File: src/rtl/hht_pkg.sv
// Shared types and default widths for the HHT CSR fetch front-end.
// The beat struct is the default FIFO payload; wider or narrower builds use a local struct.
package hht_pkg;

   localparam int unsigned HHT_DW         = 32;
   localparam int unsigned HHT_AW         = 32;
   localparam int unsigned HHT_RW         = 16;
   localparam int unsigned HHT_FIFO_DEPTH = 4;

   typedef logic [2:0] hht_fetch_state_t;

   localparam hht_fetch_state_t StIdle   = 3'd0;
   localparam hht_fetch_state_t StPtr0   = 3'd1;
   localparam hht_fetch_state_t StPtr    = 3'd2;
   localparam hht_fetch_state_t StFetch  = 3'd3;
   localparam hht_fetch_state_t StGather = 3'd4;
   localparam hht_fetch_state_t StDone   = 3'd5;

   typedef struct packed {
      logic [HHT_RW-1:0] row;
      logic [HHT_DW-1:0] mval;
      logic [HHT_DW-1:0] vval;
      logic              last;
   } hht_beat_t;

endpackage

File: src/rtl/hht_csr_fetch_if.sv
// Bus bundle of the CSR fetch block: start/config, two memory read ports, beat stream, status.
interface hht_csr_fetch_if #(
   parameter int unsigned DW = hht_pkg::HHT_DW,
   parameter int unsigned AW = hht_pkg::HHT_AW,
   parameter int unsigned RW = hht_pkg::HHT_RW
);
   logic          start;
   logic [RW-1:0] num_rows;
   logic [AW-1:0] row_base;
   logic [AW-1:0] col_base;
   logic [AW-1:0] matrix_base;
   logic [AW-1:0] v_values_base;
   logic [AW-1:0] addr1;
   logic [DW-1:0] dataIn1;
   logic [AW-1:0] addr2;
   logic [DW-1:0] dataIn2;
   logic          out_valid;
   logic          out_ready;
   logic [RW-1:0] out_row;
   logic [DW-1:0] out_mval;
   logic [DW-1:0] out_vval;
   logic          out_last;
   logic          busy;
   logic          done;
   logic          err;

   modport master (
      output start, num_rows, row_base, col_base, matrix_base, v_values_base,
      output dataIn1, dataIn2, out_ready,
      input  addr1, addr2, out_valid, out_row, out_mval, out_vval, out_last, busy, done, err
   );

   modport slave (
      input  start, num_rows, row_base, col_base, matrix_base, v_values_base,
      input  dataIn1, dataIn2, out_ready,
      output addr1, addr2, out_valid, out_row, out_mval, out_vval, out_last, busy, done, err
   );
endinterface

File: src/rtl/hht_sync_fifo.sv
// Synchronous FIFO with registered storage; head reads as zero while empty.
// A push into a full FIFO is accepted when a pop happens in the same cycle.
module hht_sync_fifo
   import hht_pkg::*;
#(
   parameter type         T     = hht_beat_t,
   parameter int unsigned Depth = HHT_FIFO_DEPTH
) (
   input  logic clk_i,
   input  logic rst_ni,
   input  logic push_i,
   input  T     wdata_i,
   input  logic pop_i,
   output T     rdata_o,
   output logic full_o,
   output logic empty_o
);
   localparam int unsigned PW = (Depth > 1) ? $clog2(Depth) : 1;
   localparam int unsigned CW = PW + 1;

   T              mem_q [Depth];
   logic [PW-1:0] wptr_q, rptr_q;
   logic [CW-1:0] cnt_q, cnt_d;
   logic          push_ok, pop_ok;

   assign empty_o = (cnt_q == '0);
   assign full_o  = (cnt_q == CW'(Depth));
   assign pop_ok  = pop_i && !empty_o;
   assign push_ok = push_i && (!full_o || pop_ok);
   assign rdata_o = empty_o ? '0 : mem_q[rptr_q];

   always_comb begin
      cnt_d = cnt_q;
      if (push_ok && !pop_ok) begin
         cnt_d = cnt_q + CW'(1);
      end else if (!push_ok && pop_ok) begin
         cnt_d = cnt_q - CW'(1);
      end
   end

   always_ff @(posedge clk_i or negedge rst_ni) begin
      if (!rst_ni) begin
         wptr_q <= '0;
         rptr_q <= '0;
         cnt_q  <= '0;
         for (int i = 0; i < int'(Depth); i++) begin
            mem_q[i] <= '0;
         end
      end else begin
         cnt_q <= cnt_d;
         if (push_ok) begin
            mem_q[wptr_q] <= wdata_i;
            wptr_q        <= wptr_q + PW'(1);
         end
         if (pop_ok) begin
            rptr_q <= rptr_q + PW'(1);
         end
      end
   end

endmodule

File: src/rtl/hht_csr_fetch.sv
// CSR walker: reads row pointers, then per non-zero the column/value pair and the gathered
// vector entry, emitting one beat per non-zero (one zero beat per empty row) into a FIFO.
module hht_csr_fetch
   import hht_pkg::*;
#(
   parameter int unsigned DW         = HHT_DW,
   parameter int unsigned AW         = HHT_AW,
   parameter int unsigned RW         = HHT_RW,
   parameter int unsigned FIFO_DEPTH = HHT_FIFO_DEPTH
) (
   input  logic           Clk,
   input  logic           Rst,
   hht_csr_fetch_if.slave bus_io
);
   localparam int unsigned RW1 = RW + 1;

   typedef struct packed {
      logic [RW-1:0] row;
      logic [DW-1:0] mval;
      logic [DW-1:0] vval;
      logic          last;
   } beat_t;

   hht_fetch_state_t state_q, state_d;
   logic [RW-1:0]    r_q, r_d, nrows_q;
   logic [AW-1:0]    k_q, k_d, kend_q, kend_d, col_q, col_d;
   logic [DW-1:0]    mval_q, mval_d;
   logic [AW-1:0]    row_base_q, col_base_q, mat_base_q, vec_base_q;
   logic             err_q, err_d;
   logic             cfg_ld, push, adv, can_push, fifo_full, fifo_empty, beat_last, row_last;
   logic [AW-1:0]    ptr, addr1, addr2;
   beat_t            wbeat, rbeat;

   // Pointer and column words are reinterpreted as addresses of width AW.
   assign ptr       = AW'(bus_io.dataIn1);
   assign can_push  = !fifo_full || bus_io.out_ready;
   assign beat_last = (k_q + AW'(1)) == kend_q;
   assign row_last  = ({1'b0, r_q} + RW1'(1)) == {1'b0, nrows_q};

   always_comb begin
      state_d = state_q;
      r_d     = r_q;
      k_d     = k_q;
      kend_d  = kend_q;
      col_d   = col_q;
      mval_d  = mval_q;
      err_d   = err_q;
      addr1   = '0;
      addr2   = '0;
      push    = 1'b0;
      wbeat   = '0;
      cfg_ld  = 1'b0;
      adv     = 1'b0;
      case (state_q)
         StIdle: begin
            if (bus_io.start) begin
               cfg_ld  = 1'b1;
               r_d     = '0;
               err_d   = 1'b0;
               state_d = (bus_io.num_rows == '0) ? StDone : StPtr0;
            end
         end
         StPtr0: begin
            addr1   = row_base_q;
            k_d     = ptr;
            state_d = StPtr;
         end
         StPtr: begin
            addr1  = row_base_q + AW'(r_q) + AW'(1);
            kend_d = ptr;
            if (ptr > k_q) begin
               state_d = StFetch;
            end else if (can_push) begin
               // Empty or regressing row: k is kept so later rows still start at the true end.
               push       = 1'b1;
               wbeat.row  = r_q;
               wbeat.last = 1'b1;
               if (ptr < k_q) err_d = 1'b1;
               adv = 1'b1;
            end
         end
         StFetch: begin
            addr1   = col_base_q + k_q;
            addr2   = mat_base_q + k_q;
            col_d   = ptr;
            mval_d  = bus_io.dataIn2;
            state_d = StGather;
         end
         StGather: begin
            addr2 = vec_base_q + col_q;
            if (can_push) begin
               push       = 1'b1;
               wbeat.row  = r_q;
               wbeat.mval = mval_q;
               wbeat.vval = bus_io.dataIn2;
               wbeat.last = beat_last;
               k_d        = k_q + AW'(1);
               if (beat_last) adv = 1'b1;
               else state_d = StFetch;
            end
         end
         StDone:  state_d = StIdle;
         default: state_d = StIdle;
      endcase
      if (adv) begin
         if (row_last) begin
            state_d = StDone;
         end else begin
            r_d     = r_q + RW'(1);
            state_d = StPtr;
         end
      end
   end

   always_ff @(posedge Clk or negedge Rst) begin
      if (!Rst) begin
         state_q    <= StIdle;
         r_q        <= '0;
         k_q        <= '0;
         kend_q     <= '0;
         col_q      <= '0;
         mval_q     <= '0;
         err_q      <= 1'b0;
         nrows_q    <= '0;
         row_base_q <= '0;
         col_base_q <= '0;
         mat_base_q <= '0;
         vec_base_q <= '0;
      end else begin
         state_q <= state_d;
         r_q     <= r_d;
         k_q     <= k_d;
         kend_q  <= kend_d;
         col_q   <= col_d;
         mval_q  <= mval_d;
         err_q   <= err_d;
         if (cfg_ld) begin
            nrows_q    <= bus_io.num_rows;
            row_base_q <= bus_io.row_base;
            col_base_q <= bus_io.col_base;
            mat_base_q <= bus_io.matrix_base;
            vec_base_q <= bus_io.v_values_base;
         end
      end
   end

   hht_sync_fifo #(
      .T     (beat_t),
      .Depth (FIFO_DEPTH)
   ) u_fifo (
      .clk_i   (Clk),
      .rst_ni  (Rst),
      .push_i  (push),
      .wdata_i (wbeat),
      .pop_i   (bus_io.out_ready),
      .rdata_o (rbeat),
      .full_o  (fifo_full),
      .empty_o (fifo_empty)
   );

   assign bus_io.addr1     = addr1;
   assign bus_io.addr2     = addr2;
   assign bus_io.out_valid = !fifo_empty;
   assign bus_io.out_row   = rbeat.row;
   assign bus_io.out_mval  = rbeat.mval;
   assign bus_io.out_vval  = rbeat.vval;
   assign bus_io.out_last  = rbeat.last;
   assign bus_io.busy      = (state_q != StIdle);
   assign bus_io.done      = (state_q == StDone);
   assign bus_io.err       = err_q;

endmodule

File: src/flat_wrapper.sv
// flat-port wrapper written by rule: the top's interface ports become plain ports
module hht_csr_fetch_flat import hht_pkg::*;
#(
   parameter int unsigned DW         = HHT_DW,
   parameter int unsigned AW         = HHT_AW,
   parameter int unsigned RW         = HHT_RW,
   parameter int unsigned FIFO_DEPTH = HHT_FIFO_DEPTH
)
  (Clk, Rst, bus_io_start, bus_io_num_rows, bus_io_row_base, bus_io_col_base, bus_io_matrix_base, bus_io_v_values_base, bus_io_dataIn1, bus_io_dataIn2, bus_io_out_ready, bus_io_addr1, bus_io_addr2, bus_io_out_valid, bus_io_out_row, bus_io_out_mval, bus_io_out_vval, bus_io_out_last, bus_io_busy, bus_io_done, bus_io_err);
  hht_csr_fetch_if #(.DW(DW), .AW(AW), .RW(RW)) bus_io_i ();
  input  logic Clk;
  input  logic Rst;
  input wire logic [$bits(bus_io_i.start)-1:0] bus_io_start;
  input wire logic [$bits(bus_io_i.num_rows)-1:0] bus_io_num_rows;
  input wire logic [$bits(bus_io_i.row_base)-1:0] bus_io_row_base;
  input wire logic [$bits(bus_io_i.col_base)-1:0] bus_io_col_base;
  input wire logic [$bits(bus_io_i.matrix_base)-1:0] bus_io_matrix_base;
  input wire logic [$bits(bus_io_i.v_values_base)-1:0] bus_io_v_values_base;
  input wire logic [$bits(bus_io_i.dataIn1)-1:0] bus_io_dataIn1;
  input wire logic [$bits(bus_io_i.dataIn2)-1:0] bus_io_dataIn2;
  input wire logic [$bits(bus_io_i.out_ready)-1:0] bus_io_out_ready;
  output wire logic [$bits(bus_io_i.addr1)-1:0] bus_io_addr1;
  output wire logic [$bits(bus_io_i.addr2)-1:0] bus_io_addr2;
  output wire logic [$bits(bus_io_i.out_valid)-1:0] bus_io_out_valid;
  output wire logic [$bits(bus_io_i.out_row)-1:0] bus_io_out_row;
  output wire logic [$bits(bus_io_i.out_mval)-1:0] bus_io_out_mval;
  output wire logic [$bits(bus_io_i.out_vval)-1:0] bus_io_out_vval;
  output wire logic [$bits(bus_io_i.out_last)-1:0] bus_io_out_last;
  output wire logic [$bits(bus_io_i.busy)-1:0] bus_io_busy;
  output wire logic [$bits(bus_io_i.done)-1:0] bus_io_done;
  output wire logic [$bits(bus_io_i.err)-1:0] bus_io_err;
  assign bus_io_i.start = bus_io_start;
  assign bus_io_i.num_rows = bus_io_num_rows;
  assign bus_io_i.row_base = bus_io_row_base;
  assign bus_io_i.col_base = bus_io_col_base;
  assign bus_io_i.matrix_base = bus_io_matrix_base;
  assign bus_io_i.v_values_base = bus_io_v_values_base;
  assign bus_io_i.dataIn1 = bus_io_dataIn1;
  assign bus_io_i.dataIn2 = bus_io_dataIn2;
  assign bus_io_i.out_ready = bus_io_out_ready;
  assign bus_io_addr1 = bus_io_i.addr1;
  assign bus_io_addr2 = bus_io_i.addr2;
  assign bus_io_out_valid = bus_io_i.out_valid;
  assign bus_io_out_row = bus_io_i.out_row;
  assign bus_io_out_mval = bus_io_i.out_mval;
  assign bus_io_out_vval = bus_io_i.out_vval;
  assign bus_io_out_last = bus_io_i.out_last;
  assign bus_io_busy = bus_io_i.busy;
  assign bus_io_done = bus_io_i.done;
  assign bus_io_err = bus_io_i.err;
  hht_csr_fetch #(.DW(DW), .AW(AW), .RW(RW), .FIFO_DEPTH(FIFO_DEPTH)) u_core (.Clk(Clk), .Rst(Rst), .bus_io(bus_io_i));
endmodule
File: config.mk
export PLATFORM = sky130hd
export DESIGN_NAME = hht_csr_fetch_flat
export DESIGN_NICKNAME = d
export VERILOG_FILES = /design/src/rtl/hht_pkg.sv /design/src/rtl/hht_csr_fetch_if.sv /design/src/rtl/hht_sync_fifo.sv /design/src/rtl/hht_csr_fetch.sv /design/src/flat_wrapper.sv
export SDC_FILE = /design/constraint.sdc
export NUM_CORES = 2
export LEC_CHECK = 0
export BUFFER_PORTS_ARGS = -buffer_cell sky130_fd_sc_hd__buf_2
export CAP_MARGIN = 25
export CORE_MARGIN = 5
export CORE_UTILIZATION = 30
export CTS_CLUSTER_SIZE = 16
export DETAILED_ROUTE_END_ITERATION = 6
export PLACE_DENSITY = 0.5
export SYNTH_ARGS = -nofsm -noshare
export SYNTH_HDL_FRONTEND = slang
export SYNTH_SLANG_ARGS = --single-unit
File: constraint.sdc
create_clock -name Clk -period 6.32 [get_ports Clk]
set_clock_uncertainty 0.15 [all_clocks]
set_input_delay 0.316 -clock Clk [delete_from_list [all_inputs] [get_ports Clk]]
set_output_delay 0.316 -clock Clk [all_outputs]
set_load 0.005 [all_outputs]
==> flow_metrics.tcl <==
set metrics [dict create \
    status "complete, no violations" \
    die_h_um 352 \
    drt-initial-drc-count 2050 \
    syn_nets 4290 \
    layout_commonest_cell "nand2_1" \
    worst_setup_path_start_kind "flop" \
    synth-edff-count 0 \
    reg2reg_from "u_core.k_q[18]$_DFFE_PN0P_" \
    antenna_left 0 \
    synth-seq-cells 623 \
    rrSetupSlack_ns 1.16 \
    dieWidth_um 352 \
    synth_compound_area_frac 0.146 \
    hpwl_mm 84.9 \
    drt_first_pass_iters 6 \
    grt.total_usage 0.192 \
    clock_latency_ns 0.67 \
    required_ns 5.85 \
    drive_gt1_frac 0.157 \
    synth_mux_area_frac 0.0737 \
    tightest_slew_ns 0.994 \
    hold_depth 5 \
    slew_violations 0 \
    final.setup.tns_ns 0 \
    power_density_nw_per_um2 512 \
    post-route-period-util 0.845 \
    vias_per_cell 5.05 \
    clk_pin_slew_ns 0.06 \
    antenna_found_initial 19 \
    min_from "bus_io_start" \
    grt_max_degree 165 \
    yosysWarnings 0 \
    final_cells 5974 \
    path_class "reg2out" \
    dieArea_um2 124000 \
    nets 4746 \
    r2r_cells 12 \
    vias 30200 \
    worstPathArrival_ns 4.88 \
    num_rows 125 \
    portBuffers 360 \
    wl_per_cell_um 20.4 \
    cts-root-buf "clkbuf_16" \
    dp.cells 5615 \
    yosysUniqueCellTypes 90 \
    overflow 0 \
    area_delta_synth_final_pct 22.7 \
    wl_mm 122 \
    max_slew_margin 0.321 \
    synth_area_per_cell_um2 8.96 \
    ctsResizeCount 0 \
    final_cell_mix "nand2_1 (1,167), dfrtp_1 (621), o21ai_0 (421)" \
    cts_made_buffers 78 \
    timing.final.crit_period_ns 5.34 \
    routabilityCongestion 0.889 \
    synth_top_family_by_area "simple AND/OR/NAND/NOR gates" \
    start_util 0.302 \
    drc_errors 0 \
    io_pins 361 \
    synth_cells 3925 \
    core_area_um2 116000 \
    cts.sinks 623 \
    synth-xor-area-share 0.0425 \
    regToRegEndpoint "u_core.u_fifo.mem_q[143]$_DFFE_PN0P_" \
    finalHoldViolations 0 \
    worst_ir_drop_vdd_mv 0.269 \
    grt_pass1_wl_mm 188 \
    drv_cap 0 \
    first_global_vias 30300 \
    whs_endpoint "u_core.state_q[2]$_DFFE_PN0P_" \
    netlist_area_um2 35200 \
    critPathMaxFanout 8 \
    synth_simple_gate_area_frac 0.205 \
    rsz0062_at_grt "false" \
    synth_fa_ha_area_frac 0.0558 \
    leakagePower_nw 20.5 \
    synth_flop_cell "dfrtp_1" \
    setup_viol 0 \
    holdCritPathClass "in2reg" \
    cts_tree "done" \
    ys_seq_area_frac 0.443 \
    cts_buffer_depth 3 \
    cp-end-kind "output port" \
    synthArstFlopShare 1.00 \
    htreeDepth 3 \
    max_clock_freq_mhz 187 \
]
[report_power, final]
group | switching [W] | leakage, nW | total [W] | internal (W)
Combinational | 0.00662 | 11.0 | 0.0109 | 0.00427
Sequential | 0.00134 | 8.18 | 0.00658 | 0.00524
Clock | 0.00193 | 1.29 | 0.00464 | 0.00271
Total | 0.00989 | 20.5 | 0.0221 | 0.0122
[layout make-up]
cell class	instances	area (um2)
Clock inverter	29	390
Multi-Input combinational cell	2997	18500
Tap cell	1524	1910
Antenna cell	5	12.5
Fill cell	12000	73200
Clock buffer	115	2250
Inverter	74	278
Sequential cell	623	15600
Timing Repair Buffer	607	4280
[how the worst max path moves through the flow]
stage	start	to	slack, ns
after detailed placement	u_core.k_q[18]$_DFFE_PN0P_	u_core.u_fifo.mem_q[103]$_DFFE_PN0P_	1.39
final	u_core.k_q[0]$_DFFE_PN0P_	bus_io_addr2[30]	0.98
after global placement	u_core.k_q[30]$_DFFE_PN0P_	u_core.u_fifo.mem_q[138]$_DFFE_PN0P_	1.38
after CTS	u_core.k_q[0]$_DFFE_PN0P_	bus_io_addr2[30]	0.94
after global routing	u_core.k_q[0]$_DFFE_PN0P_	bus_io_addr2[30]	0.74
after floorplan	u_core.k_q[0]$_DFFE_PN0P_	bus_io_addr2[30]	2.58
[synthesized netlist by cell type, types with 28 or more instances]
cell,count,area share
clkbuf_1,187,0.020
dfrtp_1,623,0.44
nand2_1,1173,0.13
o21ai_0,421,0.060
a21o_1,65,0.014
xor2_1,66,0.016
a21oi_1,144,0.020
nor2_1,115,0.012
inv_1,74,0.0079
xnor2_1,102,0.025
mux2_2,56,0.018
nand3_1,60,0.0085
nor3_1,40,0.0057
mux4_2,81,0.052
ha_1,148,0.053
nand2b_1,28,0.0050
o22ai_1,38,0.0068
nand4_1,32,0.0057
and2_1,90,0.016
[through the flow]
| step | utilization | area, um2 | hold WS (ns) | total power [W] | setup slack [ns] |
|---|---|---|---|---|---|
| 2_1_floorplan | - | 35200 | -0.130 | 0.0137 | 2.58 |
| 3_3_place_gp | 0.330 | 38400 | 0.283 | 0.0173 | 1.38 |
| 3_5_place_dp | 0.330 | 38400 | 0.269 | 0.0174 | 1.39 |
| 4_1_cts | 0.371 | 43200 | 0.0669 | 0.0223 | 0.938 |
| 5_1_grt | 0.371 | 43200 | 0.138 | 0.0238 | 0.742 |
| 6_report | 0.371 | 43200 | 0.129 | 0.0221 | 0.977 |
[critical path, cell delays in order, from the launching register on]
cell	delay, ns
dfrtp_1	0.55
ha_1	0.32
fa_1	0.49
a211o_1	0.29
a2111oi_0	0.50
buf_4	0.22
o31a_1	0.23
o211ai_1	0.19
a21oi_1	0.33
o21ai_0	0.25
a221oi_1	0.36
xor2_1	0.20
o22ai_1	0.10
buf_2	0.16
[per-layer routing]
layer | up-vias | share of wire | global-route usage
met1 | 14600 | 0.44 | 0.255
met5 | - | 0.00021 | 0
li1 | 14500 | - | -
met2 | 829 | 0.47 | 0.320
met4 | 4 | 0.031 | 0.0565
met3 | 196 | 0.056 | 0.0367
[registers in the layout (all words and copies together) (netlist names), 32 cells and up]
signal	flops
u_core.vec_base_q	32
u_core.mval_q	32
u_core.k_q	32
u_core.col_q	32
u_core.mat_base_q	32
u_core.row_base_q	32
u_core.kend_q	32
u_core.u_fifo.mem_q	324
u_core.col_base_q	32
[kinds of logic (layout without fill, tap and decap cells)]
kind of cell,Yosys count,count (layout)
simple gates,1655,1655
compound gates,868,868
flops,623,623
buf+inv,305,825
xor+xnor,169,169
fa+ha+maj,154,154
mux,151,151
other cells,0,5
[what timing repair did]
item / in CTS / in global routing
endpoints found under the hold margin: 490 / 0
hold buffers: 210 / 0
setup endpoints to repair: 0 / 0
buffers inserted: 0 / 0
Power figures use the tool's default switching activity.
